===== src/rtl/mac_accum8.sv =====
// mac_accum8: streaming multiply-accumulate stage fed by an 8x8 unsigned multiplier.
// Operand beats (a, b, in_last) arrive on an in_valid/in_ready handshake. Each product
// is registered, then summed into a packet accumulator. The packet result is held on an
// out_valid/out_ready handshake until the consumer takes it.
//
// Parameters:
//   ACC_W  accumulator/result width (must be >= 16)
//   CNT_W  beat-counter width
// Ports:
//   clk, rst_n          clock, asynchronous active-low reset
//   in_valid/in_ready   operand beat handshake (in_ready is combinational)
//   a, b                unsigned 8-bit operands
//   in_last             final beat of the packet
//   out_valid/out_ready result handshake
//   acc_out             packet sum of products, modulo 2^ACC_W
//   out_count           beats in the packet, modulo 2^CNT_W
//   overflow            accumulator carried out at least once during the packet

// Purely combinational 8x8 unsigned multiplier.
module multi8 (
   input  logic [7:0]  a_i,
   input  logic [7:0]  b_i,
   output logic [15:0] p_o
);
   assign p_o = 16'(a_i) * 16'(b_i);
endmodule

module mac_accum8 #(
   parameter int unsigned ACC_W = 24,
   parameter int unsigned CNT_W = 8
) (
   input  logic             clk,
   input  logic             rst_n,
   input  logic             in_valid,
   output logic             in_ready,
   input  logic [7:0]       a,
   input  logic [7:0]       b,
   input  logic             in_last,
   output logic             out_valid,
   input  logic             out_ready,
   output logic [ACC_W-1:0] acc_out,
   output logic [CNT_W-1:0] out_count,
   output logic             overflow
);
   localparam int unsigned PROD_W = 16;
   localparam int unsigned SUM_W  = ACC_W + 1;

   typedef enum logic {ST_ACCUM, ST_HOLD} state_e;

   state_e             state_q, state_d;
   logic [PROD_W-1:0]  prod;
   logic [PROD_W-1:0]  prod_q, prod_d;
   logic               p_valid_q, p_valid_d;
   logic               last_q, last_d;
   logic [ACC_W-1:0]   acc_q, acc_d;
   logic [CNT_W-1:0]   cnt_q, cnt_d;
   logic               ovf_q, ovf_d;
   logic               out_valid_q, out_valid_d;
   logic [ACC_W-1:0]   acc_out_q, acc_out_d;
   logic [CNT_W-1:0]   out_count_q, out_count_d;
   logic               overflow_q, overflow_d;

   logic               accept;
   logic               consume;
   logic [SUM_W-1:0]   sum;

   multi8 u_mul (
      .a_i (a),
      .b_i (b),
      .p_o (prod)
   );

   // Stage 2 only drains the product register while not holding a result.
   assign consume  = p_valid_q && (state_q == ST_ACCUM);
   // The product register can refill in the same cycle it is being drained.
   assign in_ready = !p_valid_q || consume;
   assign accept   = in_valid && in_ready;

   // Extra top bit is the carry-out used for the sticky overflow flag.
   assign sum = {1'b0, acc_q} + SUM_W'(prod_q);

   // Next-state logic for both pipeline stages and the result handshake.
   always_comb begin
      state_d     = state_q;
      prod_d      = prod_q;
      p_valid_d   = p_valid_q;
      last_d      = last_q;
      acc_d       = acc_q;
      cnt_d       = cnt_q;
      ovf_d       = ovf_q;
      out_valid_d = out_valid_q;
      acc_out_d   = acc_out_q;
      out_count_d = out_count_q;
      overflow_d  = overflow_q;

      if (accept) begin
         prod_d    = prod;
         last_d    = in_last;
         p_valid_d = 1'b1;
      end else if (consume) begin
         p_valid_d = 1'b0;
      end

      case (state_q)
         ST_ACCUM: begin
            if (consume) begin
               if (last_q) begin
                  acc_out_d   = sum[ACC_W-1:0];
                  out_count_d = cnt_q + CNT_W'(1);
                  overflow_d  = ovf_q | sum[ACC_W];
                  out_valid_d = 1'b1;
                  acc_d       = '0;
                  cnt_d       = '0;
                  ovf_d       = 1'b0;
                  state_d     = ST_HOLD;
               end else begin
                  acc_d = sum[ACC_W-1:0];
                  cnt_d = cnt_q + CNT_W'(1);
                  ovf_d = ovf_q | sum[ACC_W];
               end
            end
         end
         ST_HOLD: begin
            if (out_ready) begin
               out_valid_d = 1'b0;
               state_d     = ST_ACCUM;
            end
         end
         default: state_d = ST_ACCUM;
      endcase
   end

   // State register; reset discards any partial packet and pending result.
   always_ff @(posedge clk or negedge rst_n) begin
      if (!rst_n) begin
         state_q     <= ST_ACCUM;
         prod_q      <= '0;
         p_valid_q   <= 1'b0;
         last_q      <= 1'b0;
         acc_q       <= '0;
         cnt_q       <= '0;
         ovf_q       <= 1'b0;
         out_valid_q <= 1'b0;
         acc_out_q   <= '0;
         out_count_q <= '0;
         overflow_q  <= 1'b0;
      end else begin
         state_q     <= state_d;
         prod_q      <= prod_d;
         p_valid_q   <= p_valid_d;
         last_q      <= last_d;
         acc_q       <= acc_d;
         cnt_q       <= cnt_d;
         ovf_q       <= ovf_d;
         out_valid_q <= out_valid_d;
         acc_out_q   <= acc_out_d;
         out_count_q <= out_count_d;
         overflow_q  <= overflow_d;
      end
   end

   assign out_valid = out_valid_q;
   assign acc_out   = acc_out_q;
   assign out_count = out_count_q;
   assign overflow  = overflow_q;

endmodule


===== config.mk =====
export PLATFORM = sky130hd
export DESIGN_NAME = mac_accum8
export DESIGN_NICKNAME = d
export VERILOG_FILES = /design/src/rtl/mac_accum8.sv
export SDC_FILE = /design/constraint.sdc
export NUM_CORES = 1
export LEC_CHECK = 0
export BUFFER_PORTS_ARGS = -buffer_cell sky130_fd_sc_hd__buf_2
export CAP_MARGIN = 20
export CORE_ASPECT_RATIO = 0.75
export CORE_MARGIN = 10
export CORE_UTILIZATION = 40
export CTS_CLUSTER_DIAMETER = 60
export CTS_CLUSTER_SIZE = 16
export DETAILED_ROUTE_END_ITERATION = 16
export PLACE_DENSITY_LB_ADDON = 0.08
export SYNTH_ARGS = -nofsm -noshare
export SYNTH_HDL_FRONTEND = slang
export SYNTH_SLANG_ARGS = --single-unit

===== constraint.sdc =====
create_clock -name clk -period 3.7 [get_ports clk]
set_input_delay 0.185 -clock clk [delete_from_list [all_inputs] [get_ports clk]]
set_output_delay 0.185 -clock clk [all_outputs]
set_load 0.01 [all_outputs]

# Word-level counts from Yosys, hierarchy flattened

Index checks and enable logic that the tools add are counted.

Bits in writable memories: 0
Bits in read-only memories: 0
Output and inout bits: 35
Bits of input ports: 21
Register bits after elaboration: 86
Latch bits: 0
Word-level logic and storage cells: 40
Memories kept: 0

Muxes and demuxes: 13
$lt $le $gt $ge: 0
Divide/modulo/power cells: 0
Reduce and logical (&&, ||, !) cells: 8
Bitwise operators: 2
Shift operators: 0
Add/subtract/negate cells: 2
Equality and inequality tests: 3
Multiply operators: 1

Operators with widths:

| cell                  | count |
|---|---|
| $add A24 B16 Y25      | 1 |
| $mux W24              | 1 |
| $mul A8 B8 Y16        | 1 |
| $mux W1               | 9 |
| $add A8 B1 Y8 const B | 1 |
| $mux W8               | 1 |
| $ne A2 B2 Y1 const B  | 3 |
| $reduce_and A3 Y1     | 2 |
| $pmux W1 S2           | 2 |
| $logic_and A1 B1 Y1   | 2 |
| $reduce_and A2 Y1     | 1 |
| $reduce_bool A2 Y1    | 1 |
| $logic_not A1 Y1      | 1 |
| $logic_or A1 B1 Y1    | 1 |
| $not A1 Y1            | 1 |
| $or A1 B1 Y1          | 1 |

# Logic depth before layout (Yosys ltp)

Depth in word-level cells: 5
Mapped depth: 16
Gate-level depth less buffers: 16

# Hierarchy

From an unflattened synthesis, not the netlist that was laid out.

Cells, all modules: 716
Area total of the unflattened synthesis: 6631.4 µm²

Modules (own cells, without submodules):

| module     | sequential area each (µm²) | area each (µm²) | times used | cells an instance |
|---|---|---|---|---|
| mac_accum8 | 2152.1                     | 4521.8          | 1          | 473 |
| multi8     | 0.0                        | 2109.5          | 1          | 243 |

# Worst setup path after synthesis

Ideal clock, no wire load.

Path kind: input to register
Start: input b[4]
End: register prod_q[13]
Required time: 3.566 ns
Arrival time: 3.690 ns
Path slack: -0.124 ns
Path buffers: 0
Stages on the path: 14
Library setup time: 0.134 ns
Path through: and2_1 -> fa_1 -> fa_1 -> inv_1 -> fa_1 -> fa_1 -> inv_1 -> ha_1 -> o21a_1 -> o21ai_0 -> a211oi_1 -> a221oi_1 -> xor2_1 -> o21ai_0

Cells in the longest elaborated chain, start to end: 1

RTL lines:

| item                   | RTL line | text |
|---|---|---|
| start: declaration     | 37       | `input logic [7:0] b,` |
| $mul A8 B8 Y16         | 25       | `assign p_o = 16'(a_i) * 16'(b_i);` |
| end signal: assignment | 149      | `prod_q <= prod_d;` |
| end: declaration       | 52       | `logic [PROD_W-1:0] prod_q, prod_d;` |

No other way between the ends.
A chain may end at the register's enable or synchronous reset.

# Worst setup path after layout

Start: input b[4]
End: register prod_q[14]

The elaborated chain is that of the path after synthesis.

==> results.md <==
* Outcome: complete, no violations
* CTS Buf Count at 9
* Met3 Use GR at around 3.0%
* Clk Tree Root Cell: clkbuf_16
* Critical Path Stages at 14
* #FFs+latches synth at between 80 and 90
* Arrival @ worst endpoint at slightly below 4000 ps
* Critical Path Fanout Max at 7
* Number of detailed-route iterations in the first pass at 4
* Initial antenna violation count at 0
* Die area at about 21000 um2
* R2R Setup Slk at approximately 950 ps
* Worst slew pin tran at about 960 ps
* Routed vias at 5078
* TNS Setup at 0 ps
* CTS tree: done
* Cell repeated most along the worst path: fa_1
* Worst hold-check path type: in -> reg
* Final Skew at 5.65 ps
* Final WL at approximately 15 mm
* WP buf/inv at 3
* Leak pwr at between 3 and 4 nW
* Vias per cell at between 5 and 6
* Fin Hold WS at between 40 and 50 ps
* Setup crit end kind: flop
* Worst slew margin at 35.5%
* Worst Reg-to-Reg Cells at 9
* Diodes inserted at 0
* Clock latency on the worst-skew pair at approximately 340 ps
* DRT iter0 DRCs at about 270
* Worst Setup Start Kind: primary input
* Fillers at between 1000 and 1500
* Die W at ~170 um
* Area of the mapped netlist at around 6300 um2
* I/O pins at between 50 and 60
* Pins Over Slew Limit at 0
* Finish-stage setup viols at 0
* Area leader, netlist: dfrtp_1
* Clock sinks at 86
* Max-Cap Viols at 0
* Largest net degree at the start of global routing at 58
* DPL Wire Length at between 10 and 15 mm
* Final worst-path cycle share at 98.6%
* Mapped Avg Cell Area at roughly 9.1 um2
* Post-synthesis sequential area ratio at approximately 34%
* Number of synthesized flops with an enable pin at 0
* Fin nets at approximately 900
* GR Layer Usage met2 at 21.7%
* CP delay by family, top: adder cells
* Footprint of the multi-input gates at between 4000 and 5000 um2
* Distinct cells, synth at 47
* IO buf count at 55
* Clock Tree Buf Depth at 2
* Min cycle time layout at 3650 ps
* P per Cell Area at just over 700 nW/um2
* Most frequent cells after synthesis: nand2_1 (121), dfrtp_1 (86), o21ai_0 (80), inv_1 (59), ha_1 (53)
* Syn Inst Count at between 600 and 700
* Top cell type's share of synthesized area at approximately 34%
* Slowest-stage cell, CP: fa_1
* Core region area at around 15000 um2
* Antenna-violating nets left at 0
* CTS H-Tree Depth at 3
* Cells along the critical path: buf_2, and2_1, fa_1, fa_1, fa_1, inv_2, fa_1, inv_2, ha_4, o21a_1, o31ai_4, a211o_1, and3_4, o31ai_4
* Hold Fails Final Rpt at 0
* Share of layout cells above drive strength 1 at 21.6%
* Dominant cells by area after synthesis: dfrtp_1 (34%), fa_1 (12%), ha_1 (10%)
* Largest stage delay, worst path at approximately 570 ps
* Area Growth Syn to Fin at 21.9%
* Worst R2R End: acc_q[14]
* Die H at 129 um
* Post-Syn Nets at 805
* Register area at between 2000 and 2500 um2
* Worst reg2reg path startpoint: prod_q[0]
* Number of global-route vias before repair at roughly 5100
* Routed len/inst at 14.8 um
* Cell Rows at 39
* Clk pin slew, worst setup/hold paths at about 60 ps
* GRT met1 Usage at 20.9%
* Yosys warnings at 0
* Most frequent cell after synthesis: nand2_1
* Hold path endpoint: state_q
* Ys async rst share at 100%
* F_max at ~270 MHz
* First-pass GRT wire length at about 25 mm
* Maximum VDD drop at about 0.00038 V
* Gr usage total at approximately 14%
* Primary FF master, synth: dfrtp_1
* Routability cong. at roughly 0.86
* RSZ-0062 raised after global routing: true
* Initial core utilization at between 40% and 50%
* Crit path kind: in -> reg
* Critical Path RT at between 3000 and 4000 ps
* Hold Crit Start: out_ready
* Gr busiest metal: met2
* Hold path cells at 2
* Drc violations at 0
* Remaining global-route overflow at 0
## sequential cells by signal, summed over array words and instances, names as in the netlist
| register | flops |
|---|---|
| last_q | 1 |
| overflow | 1 |
| acc_q | 24 |
| acc_out | 24 |
| cnt_q | 8 |
| prod_q | 16 |
| out_count | 8 |
| p_valid_q | 1 |
| state_q | 1 |
| ovf_q | 1 |
| out_valid | 1 |
## power by group
group / total, mW / internal (mW) / leakage [nW] / switching [mW]
logic: 3.07 / 1.37 / 2.55 / 1.70
registers: 1.43 / 1.24 / 1.12 / 0.196
clock network: 0.923 / 0.542 / 0.142 / 0.381
total: 5.42 / 3.15 / 3.81 / 2.27
## metal layers
metal	share of wire, %	wire [um]	up-vias
met5	0	0	-
met2	45	6700	73
met3	4.0	594	11
met4	0.70	104	0
met1	50	7430	2467
li1	-	-	2527
## layout by cell type (no fill, tap or decap), types with 6 or more instances in the layout
master / Yosys / routed
fa_1: 37 / 34
ha_1: 53 / 45
buf_2: 0 / 49
a21oi_1: 26 / 23
and2_1: 48 / 42
and3_1: 12 / 11
clkbuf_16: 0 / 9
xor2_1: 12 / 12
buf_4: 0 / 53
o21ai_0: 80 / 78
nand2_1: 121 / 117
inv_1: 59 / 55
ha_4: 0 / 7
a21o_1: 16 / 16
and2_4: 0 / 6
nor2_1: 21 / 20
dfrtp_1: 86 / 86
xnor2_1: 21 / 21
## repair_timing
item / CTS / global route
pin swaps: 16 / 45
endpoints found under the setup margin: 6 / 8
buffers inserted: 2 / 2
hold endpoints to repair: 56 / 0
resized for setup: 13 / 38
hold buffers: 1 / 0
## cells by family after synthesis
family / share of synthesized area [%]
AOI/OAI and AO/OA: 15.8
xor gates and xnor gates: 4.57
adders and majority gates: 22.2
buffers and inverters: 4.83
DFF: 34.0
muxes: 1.05
and+or+nand+nor: 17.5
## how the worst max path moves through the flow
stage | to | start
2_1_floorplan | prod_q[15] | b[4]
3_3_place_gp | prod_q[13] | b[4]
4_1_cts | prod_q[12] | b[4]
5_1_grt | prod_q[14] | a[1]
3_5_place_dp | prod_q[12] | b[4]
6_report | prod_q[14] | b[4]
## worst register-to-register path, delay by kind of cell (launching register included)
| family | cells | cell delay, ps |
|---|---|---|
| adder cells (fa/ha/maj) | 2 | 670 |
| AO/OA/AOI/OAI | 6 | 1260 |
| XOR/XNOR | 1 | 270 |
| flip-flops | 1 | 400 |
## final cells by class
| class | instances | area share, % |
|---|---|---|
| Tap cell | 205 | 3.33 |
| Clock buffer | 11 | 3.15 |
| Inverter | 59 | 2.87 |
| Multi-Input combinational cell | 529 | 53.1 |
| Sequential cell | 86 | 27.9 |
| Timing Repair Buffer | 106 | 8.81 |
| Clock inverter | 5 | 0.763 |
## per-stage QoR
step / cells / setup WS (ps) / power, mW / utilization [%] / cell area, um2
2_1_floorplan: 694 / -52.1 / 3.32 / - / 6350
3_3_place_gp: 982 / -464 / 4.20 / 46.6 / 7170
3_5_place_dp: 982 / -496 / 4.26 / 46.6 / 7170
4_1_cts: 1001 / -5.73 / 5.27 / 49.0 / 7530
5_1_grt: 1001 / -58.6 / 5.96 / 50.1 / 7710
6_report: 1001 / 52.4 / 5.42 / 50.1 / 7710
Note: power is estimated with default switching activity, not from simulation.
